File: src/rtl/tcdm_port_arbiter.sv
// Shares one MP-lane TCDM port between a wide streamer port and a narrow
// 32-bit core port. Requests are arbitrated combinationally. Accepted
// transactions are tracked in an in-order FIFO so that each response is
// routed back to the port that issued it.
module tcdm_port_arbiter #(
  parameter int unsigned MP          = 4,
  parameter int unsigned MAX_STALL   = 8,
  parameter int unsigned OUTSTANDING = 2
) (
  input  logic                           clk_i,
  input  logic                           rst_ni,
  // narrow (core) port
  input  logic                           n_req_i,
  output logic                           n_gnt_o,
  input  logic [31:0]                    n_add_i,
  input  logic                           n_wen_i,
  input  logic [3:0]                     n_be_i,
  input  logic [31:0]                    n_data_i,
  output logic [31:0]                    n_r_data_o,
  output logic                           n_r_valid_o,
  // wide (streamer) port
  input  logic                           w_req_i,
  output logic                           w_gnt_o,
  input  logic [31:0]                    w_add_i,
  input  logic                           w_wen_i,
  input  logic [MP*4-1:0]                w_be_i,
  input  logic [MP*32-1:0]               w_data_i,
  output logic [MP*32-1:0]               w_r_data_o,
  output logic                           w_r_valid_o,
  // memory port
  output logic                           m_req_o,
  input  logic                           m_gnt_i,
  output logic [31:0]                    m_add_o,
  output logic                           m_wen_o,
  output logic [MP*4-1:0]                m_be_o,
  output logic [MP*32-1:0]               m_data_o,
  input  logic [MP*32-1:0]               m_r_data_i,
  input  logic                           m_r_valid_i,
  // status
  output logic [$clog2(MAX_STALL+1)-1:0] stall_cnt_o,
  output logic                           err_o
);

  localparam int unsigned LW = $clog2(MP);
  localparam int unsigned SW = $clog2(MAX_STALL + 1);
  localparam int unsigned PW = (OUTSTANDING > 1) ? $clog2(OUTSTANDING) : 1;
  localparam int unsigned CW = $clog2(OUTSTANDING + 1);

  typedef struct packed {
    logic          owner_n;  // 1: narrow port owns the response
    logic [LW-1:0] lane;     // lane holding the narrow read data
  } entry_t;

  entry_t        fifo_q [OUTSTANDING];
  entry_t        head;
  logic [PW-1:0] wr_ptr_q, wr_ptr_d;
  logic [PW-1:0] rd_ptr_q, rd_ptr_d;
  logic [CW-1:0] cnt_q, cnt_d;
  logic [SW-1:0] stall_q, stall_d;
  logic          err_q, err_d;

  logic          fifo_full, fifo_empty, fifo_block;
  logic          sel_n, push, pop;
  logic [LW-1:0] lane;
  logic          unused_addr_lsb;

  assign unused_addr_lsb = ^n_add_i[1:0];

  assign lane       = n_add_i[LW+1:2];
  assign fifo_full  = (cnt_q == CW'(OUTSTANDING));
  assign fifo_empty = (cnt_q == '0);
  // A response in the same cycle frees a slot, so a full FIFO only blocks
  // when nothing is being popped.
  assign fifo_block = fifo_full & ~m_r_valid_i;

  // Wide wins unless it is idle or the narrow port has starved long enough.
  assign sel_n   = ~w_req_i | (stall_q == SW'(MAX_STALL));
  assign m_req_o = (n_req_i | w_req_i) & ~fifo_block;
  assign push    = m_req_o & m_gnt_i;
  assign pop     = m_r_valid_i & ~fifo_empty;
  assign n_gnt_o = push & sel_n;
  assign w_gnt_o = push & ~sel_n;

  // Request mux: narrow accesses are lane-packed, wide ones pass through.
  always_comb begin
    m_add_o  = w_add_i;
    m_wen_o  = w_wen_i;
    m_be_o   = w_be_i;
    m_data_o = w_data_i;
    if (sel_n) begin
      m_add_o                    = {n_add_i[31:LW+2], {(LW+2){1'b0}}};
      m_wen_o                    = n_wen_i;
      m_be_o                     = '0;
      m_be_o[{lane, 2'b00} +: 4] = n_be_i;
      m_data_o                   = {MP{n_data_i}};
    end
  end

  // Response routing from the FIFO head; unowned responses are dropped.
  always_comb begin
    head        = fifo_q[rd_ptr_q];
    n_r_valid_o = pop & head.owner_n;
    w_r_valid_o = pop & ~head.owner_n;
    n_r_data_o  = m_r_data_i[{head.lane, 5'b00000} +: 32];
    w_r_data_o  = m_r_data_i;
  end

  // Next-state for FIFO pointers, occupancy, starvation counter and error flag.
  always_comb begin
    wr_ptr_d = wr_ptr_q;
    rd_ptr_d = rd_ptr_q;
    cnt_d    = cnt_q;
    stall_d  = stall_q;
    err_d    = err_q | (m_r_valid_i & fifo_empty);

    if (push) begin
      wr_ptr_d = (wr_ptr_q == PW'(OUTSTANDING - 1)) ? '0 : wr_ptr_q + 1'b1;
    end
    if (pop) begin
      rd_ptr_d = (rd_ptr_q == PW'(OUTSTANDING - 1)) ? '0 : rd_ptr_q + 1'b1;
    end
    if (push && !pop) begin
      cnt_d = cnt_q + 1'b1;
    end else if (pop && !push) begin
      cnt_d = cnt_q - 1'b1;
    end

    if (!n_req_i || n_gnt_o) begin
      stall_d = '0;
    end else if (stall_q != SW'(MAX_STALL)) begin
      stall_d = stall_q + 1'b1;
    end
  end

  // Control state register with synchronous active-low reset.
  always_ff @(posedge clk_i) begin
    if (!rst_ni) begin
      wr_ptr_q <= '0;
      rd_ptr_q <= '0;
      cnt_q    <= '0;
      stall_q  <= '0;
      err_q    <= 1'b0;
    end else begin
      wr_ptr_q <= wr_ptr_d;
      rd_ptr_q <= rd_ptr_d;
      cnt_q    <= cnt_d;
      stall_q  <= stall_d;
      err_q    <= err_d;
    end
  end

  // Tracking FIFO storage; contents are only meaningful below cnt_q.
  always_ff @(posedge clk_i) begin
    if (push) begin
      fifo_q[wr_ptr_q] <= '{owner_n: sel_n, lane: lane};
    end
  end

  assign stall_cnt_o = stall_q;
  assign err_o       = err_q;

endmodule

File: config.mk
export PLATFORM = sky130hd
export DESIGN_NAME = tcdm_port_arbiter
export DESIGN_NICKNAME = d
export VERILOG_FILES = /design/src/rtl/tcdm_port_arbiter.sv
export SDC_FILE = /design/constraint.sdc
export NUM_CORES = 1
export LEC_CHECK = 0
export CORE_AREA = 2 2 284 286
export DETAILED_ROUTE_END_ITERATION = 10
export DIE_AREA = 0 0 286 288
export SETUP_SLACK_MARGIN = 0.2
export SLEW_MARGIN = 20
export SYNTH_ARGS = -nofsm -noshare
export SYNTH_HDL_FRONTEND = slang
export SYNTH_SLANG_ARGS = --single-unit
File: constraint.sdc
create_clock -name clk_i -period 6.25 [get_ports clk_i]
set_clock_uncertainty 0.2 [all_clocks]
set_input_delay 0.9375 -clock clk_i [delete_from_list [all_inputs] [get_ports clk_i]]
set_output_delay 0.9375 -clock clk_i [all_outputs]
set_load 0.01 [all_outputs]
Yosys cells after proc, flatten, opt, wreduce, memory -nomap -nowiden
Memory sizes are Yosys's and may differ from the RTL's. A register that Yosys moved wholly into a read port is not among the register bits. Cells that the tools add are included.

Bits in registers: 9. RAM bits: 6. Bits of input ports: 380. Output and inout port bits: 347. Word-level logic and storage cells: 59. Memories: 1.

Memories: fifo_q (depth 2, bits a word 3, read ports 1, clocked after memory_dff 1, write ports 1, line 54) `entry_t fifo_q [OUTSTANDING];`.

Add/subtract/negate cells: 6. Equality and inequality tests: 3. Shift-type cells: 3. Mux-type cells: 12. Bitwise operators: 20. Reductions and logical operators: 9.

Operators with widths (number): 2-to-1 mux 128 bit (1); indexed part select 128 x 8 -> 32 bit (1); 2-to-1 mux 32 bit (1); bitwise AND 16 bit (1); 2-to-1 mux 16 bit (1); variable shift 4 x 6 -> 16 bit (first input constant) (1); indexed part select 4 x 6 -> 16 bit (1); bitwise AND 1 bit (9); 2-to-1 mux 1 bit (7); NOT 1 bit (7); negation 4 -> 6 bit (1); adder 4 x 1 -> 4 bit (second input constant) (1); equality test 4 bit (second input constant) (1); 2-to-1 mux 2 bit (2); != test 4 bit (second input constant) (1); logical NOT 1 bit (3); bitwise OR 1 bit (3); adder 1 bit (second input constant) (2); adder 2 x 1 -> 2 bit (second input constant) (1); equality test 2 bit (second input constant) (1); logical AND 1 bit (2); logical NOT 2 bit (1); nonzero test 2 bit (1); OR reduction 2 bit (1); other kinds (2) (2).

Depth between registers and ports, before layout
Gate-level depths: netlist of the first run.

Depth after elaboration: 9. Depth in mapped cells: 8. Gate-level depth less buffers: 6.

Worst setup path before layout of the first run
No wires, ideal clock.

Path type: in2out. From: input port n_add_i[2]. To: output port m_be_o[12]. Arrival: 2124 ps. Required time: 5112 ps. Path slack: 2989 ps. Stages: 5. Buffers on the path: 0. Cells stage by stage: inv_1 -> ha_1 -> nor4bb_1 -> nand2_1 -> o21ai_0.

Cells in the longest elaborated chain, start to end: 4. Elaborated cells between the ends (all ways): 5. Those cells by class: add/sub: 1; shift: 2; mux: 1; bitwise: 1.

RTL lines: start, declared (line 15) `input logic [31:0] n_add_i,`; negation 4 -> 6 bit (*) (line 94) `m_be_o[{lane, 2'b00} +: 4] = n_be_i;`; indexed part select 4 x 6 -> 16 bit / variable shift 4 x 6 -> 16 bit (equally long branches) (line 94); bitwise AND 16 bit (no source line) (*); 2-to-1 mux 16 bit (*) (line 90) `if (sel_n) begin`; end, declared (line 35) `output logic [MP*4-1:0] m_be_o,`.

Every way passes the cells marked *; elsewhere a longest branch is shown, timed or not.

Worst setup path in the final report of the first run
From: input port n_add_i[3]. To: output port m_be_o[15].

The elaborated chain is that of the path after synthesis.

==> results of run 1 <==
==> stage by stage <==
step	setup slack (ns)	area (µm²)	total power, µW
5_1_grt	1.025	12110	1705
3_3_place_gp	1.145	12010	1507
3_5_place_dp	1.153	12020	1499
4_1_cts	1.118	12100	1653
6_report	1.171	12110	1623
2_1_floorplan	2.989	4489	673.4
==> tightest hold or removal path: stages, from the launching register on <==
cell	delay (ns)
dfxtp_1	0.33
a21oi_1	0.04
nor2_1	0.07
==> flip-flops by register name, summed over array words and instances, names as in the netlist, named ones only <==
register and count:
fifo_q 6, rd_ptr_q 1, err_o 1, cnt_q 2, wr_ptr_q 1, stall_cnt_o 4
==> area by class of cell <==
cell class	count	area share
Timing Repair Buffer	736	0.6052
Multi-Input combinational cell	329	0.2440
Tap cell	1060	0.1095
Sequential cell	16	0.03140
Clock buffer	3	0.006197
Inverter	7	0.002169
Antenna cell	6	0.001239
Clock inverter	1	0.0003099
==> cells in the mapped netlist, types with 2 or more instances <==
| cell type | instances | area [µm²] |
|---|---|---|
| edfxtp_1 | 6 | 180.2 |
| mux2_2 | 26 | 292.8 |
| and3_1 | 4 | 25.02 |
| nand3_1 | 17 | 85.08 |
| buf_6 | 3 | 33.78 |
| mux4_2 | 30 | 675.7 |
| a21o_1 | 128 | 960.9 |
| a21oi_1 | 3 | 15.01 |
| nor2_1 | 9 | 33.78 |
| and2_1 | 2 | 12.51 |
| mux4_1 | 2 | 52.55 |
| buf_4 | 132 | 991.0 |
| mux2_1 | 3 | 33.78 |
| mux2i_1 | 2 | 20.02 |
| buf_2 | 15 | 75.07 |
| o21ai_0 | 20 | 100.1 |
| nor4bb_1 | 3 | 30.03 |
| clkbuf_1 | 15 | 56.30 |
| nor3_1 | 4 | 20.02 |
| xor2_1 | 5 | 43.79 |
| or3_1 | 3 | 18.77 |
| a21boi_0 | 32 | 240.2 |
| dfxtp_1 | 10 | 200.2 |
| ha_1 | 8 | 100.1 |
| inv_1 | 6 | 22.52 |
| nand2_1 | 18 | 67.56 |
==> cells by family after synthesis <==
family | share of synthesized area
compound gates | 0.2963
simple gates | 0.07915
xor+xnor | 0.01171
mux | 0.2425
flops | 0.08473
fa+ha+maj | 0.02230
buf+inv | 0.2634
==> metal layers <==
layer / wire [µm] / GRT usage / part of all wire / up-vias
met1: 32150 / 0.2183 / 0.44 / 3279
met2: 34530 / 0.2939 / 0.47 / 530
met3: 5185 / 0.04303 / 0.071 / 90
met4: 1050 / 0.01335 / 0.014 / 6
met5: 39 / 0 / 0.00053 / -
li1: - / - / - / 2926
==> path summary, 6_finish.rpt <==
check | to
max | m_be_o[15]
min | err_o
max reg2reg | fifo_q[1][2]
min reg2reg | err_o
==> power groups by stage <==
stage          Clock (µW)  Combinational (µW)  Sequential [µW]
2_1_floorplan           0                 530              143
3_3_place_gp            0                1360              147
3_5_place_dp            0                1350              148
4_1_cts               143                1360              146
5_1_grt               148                1410              149
6_report              137                1340              146
==> flow_summary.json, run 1 <==
{
  "combPwrFrac": 0.826,
  "finalHoldViolCount": 0,
  "root_buffer": "clkbuf_16",
  "area_growth_pct": 169.8,
  "dp.cells": 2148,
  "first_pass_iters": 4,
  "worstSetupPathDepth": 8,
  "viasPerCell": 3.165,
  "hold_buffers": 0,
  "clock_latency_ns": 0.26,
  "p_int_uw": 978.5,
  "final_common_cell": "clkdlybuf4s50_1",
  "io_pins": 727,
  "nFillCells": 9074,
  "rows": 104,
  "grt_pass1_wl_um": 87840,
  "synthFlopType": "dfxtp_1",
  "drt_iter0_markers": 214,
  "min_path_cells": 2,
  "critPathMaxStageDelay_ns": 0.69,
  "slowest_stage": "clkdlybuf4s50_1",
  "ir_drop_v": 0.00005679,
  "post-route-util": 0.1521,
  "cts_tree": "done",
  "slew_headroom": 0.2378,
  "reg2reg_slack_ns": 3.53,
  "fp.dieH_um": 288,
  "io_buffers": 724,
  "ant_nets": 0,
  "clockBufferDepth": 2,
  "fin_crit_sh": 0.8127,
  "yosys_warnings": 0,
  "drv_cap": 0,
  "setup_violations": 0,
  "synth_edf_count": 6,
  "worst_ep_required_time_ns": 5.11,
  "cts_inserted_buffers": 3,
  "hold_class": "flop to flop",
  "num_vias": 6831,
  "startpoint_type": "primary input",
  "wl_per_cell_um": 33.81,
  "crit_top_cell": "clkdlybuf4s50_1",
  "max_clock_freq_ghz": 0.1969,
  "grt_usage": 0.1694,
  "seq_area_frac_synth": 0.08473,
  "grt_overflow": 0,
  "wl_um": 72960,
  "critical_path_buf_inv_count": 4,
  "holdWs_ns": 0.2802,
  "final_cell_mix": "clkdlybuf4s50_1 (723), a21o_1 (128), a21boi_0 (32)",
  "rsz0062_at_grt": "false",
  "fin_tns_setup_ns": 0,
  "cp_data_arrival_time_ns": 3.94,
  "cp-startpoint": "n_add_i[3]",
  "core-area_um2": 79640,
  "p_leak_uw": 0.004716,
  "critPathTopFamily": "buffers and inverters",
  "switching_share": 0.3970,
  "r2r_start": "stall_cnt_o[0]",
  "finalCriticalPeriod_ns": 5.079,
  "dieWidth_um": 286,
  "synth.distinct_cells": 37,
  "htreeDepth": 1,
  "regArea_um2": 380.4,
  "syn-num-nets": 905,
  "fin_cells": 2158,
  "p_clk_frac": 0.084,
  "worstHoldStart": "err_o",
  "syn_inst": 517,
  "outcome": "completed",
  "endpoint_kind": "output port",
  "synthArstFlopShare": 0,
  "crit_chain": "clkdlybuf4s50_1 -> inv_1 -> ha_1 -> nor4bb_1 -> buf_4 -> nand2_1 -> o21ai_0 -> clkdlybuf4s50_1",
  "power_density_nw_per_um2": 134.0,
  "antenna_found_initial": 47,
  "worst_pin_slew_ns": 1.131,
  "start_util": 0.05637,
  "p_seq_frac": 0.090,
  "hpwl_um": 66680,
  "cts-resized-gates": 0,
  "critPathMaxFanout": 5,
  "grt_max_degree": 82,
  "synth_area_um2": 4489,
  "cts.sinks": 16,
  "multi_input_area_um2": 2955,
  "gp_congestion": 0.8334,
  "fin_nets": 1481,
  "die_area_um2": 82370,
  "power_switching_uw": 644.2,
  "postCtsSetupRepairBufs": 0,
  "critical_path_class": "primary input to output port",
  "layout-drive-gt1-share": 0.07234,
  "grt_pass1_vias": 6956,
  "avgSynthCellArea_um2": 8.683,
  "slew_violations": 0,
  "synth-seq-cells": 16,
  "reg2regPathDepth": 5,
  "path_clk_slew_ns": 0.05,
  "drc": 0
}
Power figures use the tool's default switching activity.
==> run 2, diff against run 1 <==
- clock period: 6.25 -> 4.45 ns (I/O delays scaled with it)
==> flow_summary.json, run 2 (synthesis results as in run 1) <==
{
  "slew_headroom": 0.3413,
  "cts_tree": "done",
  "num_vias": 6737,
  "outcome": "completed",
  "fin_cells": 2170,
  "critPathMaxFanout": 5,
  "fin_crit_sh": 0.9084,
  "path_clk_slew_ns": 0.05,
  "wl_per_cell_um": 33.57,
  "cts_inserted_buffers": 3,
  "dieWidth_um": 286,
  "fp.dieH_um": 288,
  "hold_class": "flop to flop",
  "power_uw": 2285,
  "area_growth_pct": 171.9,
  "start_util": 0.05637,
  "finalCriticalPeriod_ns": 4.042,
  "worst_ep_required_time_ns": 3.58,
  "grt_pass1_wl_um": 87280,
  "clock_latency_ns": 0.26,
  "power_density_nw_per_um2": 187.2,
  "clockBufferDepth": 2,
  "drc": 0,
  "fin_nets": 1483,
  "p_seq_frac": 0.090,
  "wl_um": 72860,
  "cts.sinks": 16,
  "antenna_found_initial": 47,
  "p_clk_frac": 0.082,
  "p_leak_uw": 0.004754,
  "drv_cap": 0,
  "design_area_um2": 12200,
  "gp_congestion": 0.8409,
  "viasPerCell": 3.105,
  "die_area_um2": 82370,
  "top_register": "fifo_q",
  "switching_share": 0.3946,
  "layout-drive-gt1-share": 0.07861,
  "cts-resized-gates": 0,
  "combPwrFrac": 0.829,
  "critical_path_class": "primary input to output port",
  "fin_tns_setup_ns": 0,
  "ir_drop_v": 0.00009604,
  "hpwl_um": 66990,
  "final_cell_mix": "clkdlybuf4s50_1 (718), a21o_1 (128), a21boi_0 (31)",
  "io_buffers": 724,
  "dp.cells": 2150,
  "root_buffer": "clkbuf_16",
  "slew_violations": 0,
  "grt_usage": 0.1691,
  "drt_iter0_markers": 202,
  "ant_nets": 0,
  "rsz0062_at_grt": "false",
  "final_common_cell": "clkdlybuf4s50_1",
  "p_int_uw": 1383,
  "largest_register_ffs": 6,
  "rows": 104,
  "core-area_um2": 79640,
  "placed_area_um2": 12090,
  "io_pins": 727,
  "hold_buffers": 0,
  "setup_violations": 0,
  "grt_max_degree": 145,
  "grt_pass1_vias": 6897,
  "first_pass_iters": 4,
  "endpoint_kind": "output port",
  "worst_pin_slew_ns": 0.9793,
  "grt_overflow": 0,
  "post-place-ws_ns": 0.4247,
  "htreeDepth": 1,
  "fin_ws_ns": 0.4076,
  "cp_data_arrival_time_ns": 3.17,
  "postCtsSetupRepairBufs": 0,
  "max_clock_freq_ghz": 0.2474,
  "finalHoldViolCount": 0,
  "power_switching_uw": 901.5,
  "startpoint_type": "primary input"
}
==> run 2: changes by cell type in the layout (fill, tap and decap cells not counted), sizes merged <==
cell	before	now
clkdlybuf4s50	723	718
diode	6	16
buf	13	20
==> run 2: layer usage <==
metal	vias up	GRT usage	routed length, µm
met3	70	0.03534	5529
li1	2935	-	-
met1	3198	0.2218	31640
met5	-	0	20
met2	530	0.2972	34970
met4	4	0.007330	696
==> run 2: through the flow <==
step	util	hold WS, ns
2_1_floorplan	-	0.2582
3_3_place_gp	0.1517	0.2579
3_5_place_dp	0.1518	0.2704
4_1_cts	0.1527	0.2864
5_1_grt	0.1528	0.3286
6_report	0.1532	0.2769
==> run 2: critical path: stages <==
cell	delay [ns]
clkdlybuf4s50_1	0.57
inv_1	0.11
ha_1	0.33
nor4bb_1	0.35
buf_4	0.22
nand2_1	0.05
o21ai_0	0.26
clkdlybuf4s50_1	0.60
==> run 2: cell type report <==
class | count | area, µm²
inverter | 7 | 26.28
fill | 9053 | 67430
tap | 1060 | 1326
timing repair buffer | 738 | 7397
clock buffer | 3 | 75.07
clock inverter | 1 | 3.754
sequential | 16 | 380.4
antenna | 16 | 40.04
multi-input combinational | 329 | 2955
==> run 2: worst paths after layout <==
path                                    to       start  slack (ns)  cells past startpoint
worst max-delay path            m_be_o[15]  n_add_i[3]        0.41                      8
worst min-delay path                 err_o       err_o        0.28                      2
worst max register to register    cnt_q[1]    cnt_q[1]        2.07                      6
worst min register to register       err_o       err_o        0.28                      2
==> run 2: power groups by stage <==
| stage | Combinational (µW) | Sequential, µW | Clock, µW |
|---|---|---|---|
| 2_1_floorplan | 745 | 201 | 0 |
| 3_3_place_gp | 1920 | 208 | 0 |
| 3_5_place_dp | 1910 | 209 | 0 |
| 4_1_cts | 1930 | 206 | 198 |
| 5_1_grt | 1990 | 210 | 202 |
| 6_report | 1890 | 205 | 186 |
